===== config.mk =====
export PLATFORM = sky130hd
export DESIGN_NAME = gray_step_arbiter
export DESIGN_NICKNAME = d
export VERILOG_FILES = /design/src/rtl/gray_step_arbiter.sv
export SDC_FILE = /design/constraint.sdc
export NUM_CORES = 1
export LEC_CHECK = 0
export ABC_AREA = 0
export CAP_MARGIN = 20
export CORE_MARGIN = 3
export CORE_UTILIZATION = 38
export DETAILED_ROUTE_END_ITERATION = 7
export PLACE_DENSITY = 0.7
export SKIP_LAST_GASP = 1
export SLEW_MARGIN = 10
export SYNTH_ARGS = -nofsm -noshare
export SYNTH_HDL_FRONTEND = slang
export SYNTH_SLANG_ARGS = --single-unit
export TNS_END_PERCENT = 100

===== constraint.sdc =====
create_clock -name Clk -period 1.85 [get_ports Clk]
set_clock_uncertainty 0.15 [all_clocks]
set_input_delay 0.2775 -clock Clk [delete_from_list [all_inputs] [get_ports Clk]]
set_output_delay 0.2775 -clock Clk [all_outputs]
set_load 0.01 [all_outputs]

===== src/rtl/gray_step_arbiter.sv =====
// Round-robin owner of a shared 3-bit gray counter: runs N steps (optional clear first) per request.
// Define GRAY_OVF_TRACE_EN to add the OvfSeen sticky-overflow trace output.
module gray_step_arbiter #(
  parameter int STEP_W = 4
) (
  input  logic              Clk,
  input  logic              Reset,
  input  logic              Req0,
  input  logic [STEP_W-1:0] Steps0,
  input  logic              Clr0,
  input  logic              Req1,
  input  logic [STEP_W-1:0] Steps1,
  input  logic              Clr1,
  input  logic [2:0]        GrayValue,
  input  logic              GrayOverflow,
  output logic              GrayEn,
  output logic              GrayReset,
  output logic [1:0]        Grant,
  output logic [1:0]        Done,
  output logic [2:0]        Result,
  output logic              Wrapped,
`ifdef GRAY_OVF_TRACE_EN
  output logic              OvfSeen,
`endif
  output logic              Busy
);

  typedef enum logic [2:0] {
    S_IDLE,
    S_CLEAR,
    S_RUN,
    S_SETTLE,
    S_DONE
  } state_t;

  state_t            r_state;
  state_t            w_nextState;
  logic [STEP_W-1:0] r_remaining;
  logic [1:0]        r_grant;
  logic [2:0]        r_result;
  logic              r_wrapped;
  logic              r_lastServed;

  logic              w_anyReq;
  logic              w_winner;
  logic [STEP_W-1:0] w_winSteps;
  logic              w_winClr;

  // On contention the requester that was not served last wins.
  assign w_anyReq   = Req0 | Req1;
  assign w_winner   = (Req0 & Req1) ? ~r_lastServed : Req1;
  assign w_winSteps = w_winner ? Steps1 : Steps0;
  assign w_winClr   = w_winner ? Clr1 : Clr0;

  always_ff @(posedge Clk) begin
    if (Reset) begin
      r_state <= S_IDLE;
    end else begin
      r_state <= w_nextState;
    end
  end

  always_comb begin
    w_nextState = r_state;
    case (r_state)
      S_IDLE: begin
        if (w_anyReq) begin
          if (w_winClr) begin
            w_nextState = S_CLEAR;
          end else if (w_winSteps != '0) begin
            w_nextState = S_RUN;
          end else begin
            w_nextState = S_SETTLE;
          end
        end
      end
      S_CLEAR:  w_nextState = (r_remaining != '0) ? S_RUN : S_SETTLE;
      S_RUN:    w_nextState = (r_remaining == STEP_W'(1)) ? S_SETTLE : S_RUN;
      S_SETTLE: w_nextState = S_DONE;
      S_DONE:   w_nextState = S_IDLE;
      default:  w_nextState = S_IDLE;
    endcase
  end

  // Result is captured in SETTLE so the counter has already absorbed the final step.
  always_ff @(posedge Clk) begin
    if (Reset) begin
      r_remaining  <= '0;
      r_grant      <= '0;
      r_result     <= '0;
      r_wrapped    <= 1'b0;
      r_lastServed <= 1'b1;
    end else begin
      case (r_state)
        S_IDLE: begin
          if (w_anyReq) begin
            r_remaining <= w_winSteps;
            r_grant     <= w_winner ? 2'b10 : 2'b01;
            r_wrapped   <= 1'b0;
          end
        end
        S_RUN: begin
          r_remaining <= r_remaining - STEP_W'(1);
          if (GrayValue == 3'b100) begin
            r_wrapped <= 1'b1;
          end
        end
        S_SETTLE: r_result <= GrayValue;
        S_DONE: begin
          r_grant      <= '0;
          r_lastServed <= r_grant[1];
        end
        default: ;
      endcase
    end
  end

`ifdef GRAY_OVF_TRACE_EN
  logic r_ovfSeen;

  // An overflow in the same cycle as CLEAR wins over the clear.
  always_ff @(posedge Clk) begin
    if (Reset) begin
      r_ovfSeen <= 1'b0;
    end else if (GrayOverflow) begin
      r_ovfSeen <= 1'b1;
    end else if (r_state == S_CLEAR) begin
      r_ovfSeen <= 1'b0;
    end
  end

  assign OvfSeen = r_ovfSeen;
`else
  logic w_unusedOvf;
  assign w_unusedOvf = GrayOverflow;
`endif

  assign GrayEn    = (r_state == S_RUN);
  assign GrayReset = (r_state == S_CLEAR);
  assign Busy      = (r_state != S_IDLE);
  assign Grant     = r_grant;
  assign Done      = (r_state == S_DONE) ? r_grant : 2'b00;
  assign Result    = r_result;
  assign Wrapped   = r_wrapped;

endmodule


Word-level counts from Yosys, hierarchy flattened
Index checks and enable logic that the tools add are counted.
{ "totals": {"ff_bits": 14, "out_inout_bits": 11, "elab_cells": 45} }
{ "op_classes": {"addsub": 1, "eq_ne": 8, "mux": 18, "n_bitwise": 3, "n_reduce_logical": 9} }
{ "op_table": {"columns": ["cell", "n"], "rows": [
  ["3-bit one-hot mux with 4 select lines", 1],
  ["2-bit two-way mux", 4],
  ["4-bit two-way mux", 2],
  ["4-bit one-hot mux with 2 select lines", 1],
  ["4-bit nonzero test", 2],
  ["1-bit two-way mux", 7],
  ["3-bit by 2-bit equality test with 1-bit output, second input constant", 2],
  ["3-bit equality test, second input constant", 2],
  ["4-bit by 1-bit equality test with 1-bit output, second input constant", 1],
  ["2-bit one-hot mux with 2 select lines", 1],
  ["2-bit AND reduction", 2],
  ["2-bit nonzero test", 2],
  ["4-bit by 1-bit subtractor with 4-bit output, second input constant", 1],
  ["3-bit by 1-bit equality test with 1-bit output, second input constant", 1],
  ["3-bit zero test", 1],
  ["3-bit two-way mux", 1],
  ["3-bit AND reduction", 1],
  ["3-bit nonzero test", 1],
  ["2-bit by 1-bit != test with 1-bit output, second input constant", 1],
  ["2-bit != test, second input constant", 1],
  ["1-bit one-hot mux with 2 select lines", 1],
  ["1-bit bitwise AND", 1],
  ["1-bit NOT", 1],
  ["1-bit bitwise OR", 1]
]} }

Depth between registers and ports, before layout
{ "depth": {"word_depth": 8, "mapped_depth": 6, "mapped_depth_nobuf": 5} }

Worst setup path after synthesis
OpenSTA, ideal clock, no wires.
{ "synth_path": {"path_kind": "register -> register", "from": "reg r_state[1]", "to": "reg r_remaining[3]", "arrival_time_ns": 1.535, "required_time_ns": 1.634, "path_slack_ns": 0.099, "path_stages_with_launch": 5, "path_cell_list": "dfxtp_1 > or3b_4 > or4_4 > o22a_1 > a21oi_2"} }
{ "synth_between": {"elab_chain_cells": 3} }
{ "synth_rtl": {"columns": ["element", "line_no", "text"], "rows": [
  ["from (decl)", "36", "state_t r_state;"],
  ["from (signal assigned)", "59", "r_state <= w_nextState;"],
  ["3-bit by 2-bit equality test with 1-bit output / 3-bit zero test (equally long branches)", "94", "case (r_state)"],
  ["2-bit nonzero test (no source line) / 2-bit != test (equally long branches)", null, null],
  ["2-bit AND reduction (no source line)", null, null],
  ["to (signal assigned)", "97", "r_remaining <= w_winSteps;"],
  ["to (signal assigned)", "103", "r_remaining <= r_remaining - STEP_W'(1);"],
  ["to (decl)", "38", "logic [STEP_W-1:0] r_remaining;"]
]} }
Several ways; a longest one is shown, not always the timed one.
A chain may end at the register's enable or synchronous reset.

Worst setup path after layout
Ends and elaborated chain as after synthesis.

==> impl_metrics.tcl <==
set metrics [dict create \
    fp.dieArea_mm2 0.00257 \
    status "finished clean" \
    crit_arrival_ns 1.84 \
    io_pins 29 \
    drv_cap 0 \
    final_cells 144 \
    endpoint_kind "flip-flop" \
    r2r-end "r_remaining[3]$_SDFFE_PP0P_" \
    synth_top_area_frac 0.370 \
    n_antenna_cell 0 \
    r2r_slack_ns 0.08 \
    yosys.area.top_type "dfxtp_1" \
    irDropWorstVdd_mv 0.497 \
    timing.rr.start "r_state[1]$_SDFFE_PP0P_" \
    h-tree-depth 1 \
    synthToLayoutAreaGrowth_pct 49.5 \
    finalWirelength_um 1710 \
    drv_slew 0 \
    clk_pin_slew_ns 0.08 \
    synth-edff-count 0 \
    drtIter0Drc 5 \
    placed_area_mm2 0.00109 \
    cellPowerDensity_mw_per_mm2 808 \
    worstHoldPathType "reg -> reg" \
    clock-sinks 14 \
    setup_viol 0 \
    cp.required_ns 1.92 \
    reg2reg_depth 4 \
    grt_max_degree 13 \
    grt_usage 0.155 \
    start_kind "flip-flop" \
    layout_common_cells "clkdlybuf4s50_1 (22), dfxtp_1 (11), buf_4 (10)" \
    ys_top_cells_by_area "dfxtp_1 (37%), mux2i_1 (9.2%), ha_1 (5.0%)" \
    portBuffers 27 \
    post-route-cell-area_mm2 0.00113 \
    worst_pin_slew_ns 0.314 \
    criticalPathCategory "reg -> reg" \
    antenna_found_initial 0 \
    ys_types 29 \
    cts_hold_buf 0 \
    cts_tree "built" \
    layout.nets 141 \
    final_common_cell "clkdlybuf4s50_1" \
    hold_depth 1 \
    grt_overflow 0 \
    setup_ws_ns 0.0813 \
    initial_core_util 0.421 \
    min_period_ns 1.77 \
    ys_seq_area_frac 0.370 \
    layout_worst_path_cycle_share 0.956 \
    die_w_um 50.7 \
    dp.cells 139 \
    grt_pass1_vias 731 \
    vias 722 \
    ant_nets 0 \
    detail_route.wl_per_cell_um 11.9 \
    hold_start "r_lastServed$_SDFFE_PP1P_" \
    tritoncts.num_buffers 3 \
    ys_ff_latch 14 \
    core_area_mm2 0.00180 \
    synth_area_per_cell_um2 9.25 \
    p_leak_nw 0.487 \
    rsz0062_at_grt "no" \
    hold_viol 0 \
    gp_congestion 0.767 \
    slew_headroom 0.791 \
    async_flop_share 0 \
    clockBufferDepth 2 \
    min_to "r_lastServed$_SDFFE_PP1P_" \
    drtPass1Iterations 4 \
    fmaxAchievable_ghz 0.565 \
    syn_nets 103 \
    dp_hpwl_um 1410 \
    syn-cell-area_um2 758 \
    fin_util 0.629 \
    yosys_warnings 0 \
    pre_cts_ws_ns -0.122 \
    grt_first_pass_wirelength_um 3080 \
    die_y_um 50.7 \
    rows 15 \
    clock_latency_ns 0.28 \
    syn-instance-count 82 \
    drc 0 \
    drive_gt1_frac 0.210 \
    cts-root-buf "clkbuf_4" \
    viasPerCell 5.01 \
    worstPathMaxFanout 6 \
    synth_top_flop_cell "dfxtp_1" \
]
report_power, final:
part           switching, mW  leakage [nW]  internal, mW
combinational          0.142         0.350         0.183
sequential            0.0333         0.116         0.339
clock                 0.0999        0.0210         0.120
total                  0.275         0.487         0.641
metal layers:
| layer | global-route usage | wire length (um) |
|---|---|---|
| met4 | 0.0359 | 0 |
| met1 | 0.182 | 789 |
| met3 | 0.0564 | 89 |
| met2 | 0.267 | 834 |
| met5 | 0 | 0 |
state kept, by name, indices dropped and copies added, names as in the netlist:
signal,flops
Wrapped,1
r_lastServed,1
Grant,2
r_state,3
Result,3
r_remaining,4
worst max-delay path: stages, from the launching register on:
cell	delay, ns
dfxtp_4	0.39
or3b_4	0.40
or4_4	0.43
o22a_1	0.22
a21oi_2	0.13
timing repair:
action                                  in CTS  in global routing
setup buffers                                1                  0
cloned                                       0                  0
endpoints found under the setup margin       5                  1
pin swaps                                    1                  0
gates resized for setup                     10                  3
synthesized netlist by cell type (2+ instances only):
library cell	n
mux2i_1	7
inv_1	3
buf_6	2
ha_1	3
nand3_1	4
a211oi_1	2
a22oi_1	3
a211o_1	3
o22a_1	2
nor3_1	4
or3_1	2
and3_1	2
a31oi_1	2
nor2_1	10
dfxtp_1	14
a21oi_1	4
nor4_1	2
nand2_1	2
logic make-up (layout without fill, tap and decap cells):
| family | Yosys count | after routing | share of synthesized area |
|---|---|---|---|
| buf+inv | 7 | 44 | 0.0693 |
| mux | 8 | 8 | 0.107 |
| fa+ha+maj | 3 | 3 | 0.0495 |
| flops | 14 | 14 | 0.370 |
| compound gates | 19 | 19 | 0.185 |
| simple gates | 31 | 31 | 0.219 |
stage by stage:
stage          setup TNS [ns]  power (mW)  hold slack, ns
2_1_floorplan               0       0.564           0.207
3_3_place_gp           -0.633       0.695           0.301
3_5_place_dp           -0.639       0.701           0.308
4_1_cts              -0.00751       0.925           0.328
5_1_grt                     0       0.981           0.353
6_report                    0       0.916           0.322
layout make-up:
type                            instances  area, um^2
Clock buffer                            4        36.3
Multi-Input combinational cell         61         433
Sequential cell                        14         287
Timing Repair Buffer                   37         335
Tap cell                               25        31.3
Fill cell                             171         668
Inverter                                3        11.3
how the worst max path moves through the flow:
stage	from	endpoint	cells past startpoint
2_1_floorplan	r_state[1]$_SDFFE_PP0P_	r_remaining[3]$_SDFFE_PP0P_	4
3_3_place_gp	Req1	r_remaining[0]$_SDFFE_PP0P_	5
3_5_place_dp	Req1	r_state[0]$_SDFFE_PP0P_	6
4_1_cts	r_state[1]$_SDFFE_PP0P_	GrayEn	3
5_1_grt	r_state[1]$_SDFFE_PP0P_	r_state[0]$_SDFFE_PP0P_	6
6_report	r_state[1]$_SDFFE_PP0P_	r_remaining[3]$_SDFFE_PP0P_	4
Power figures use the tool's default switching activity.
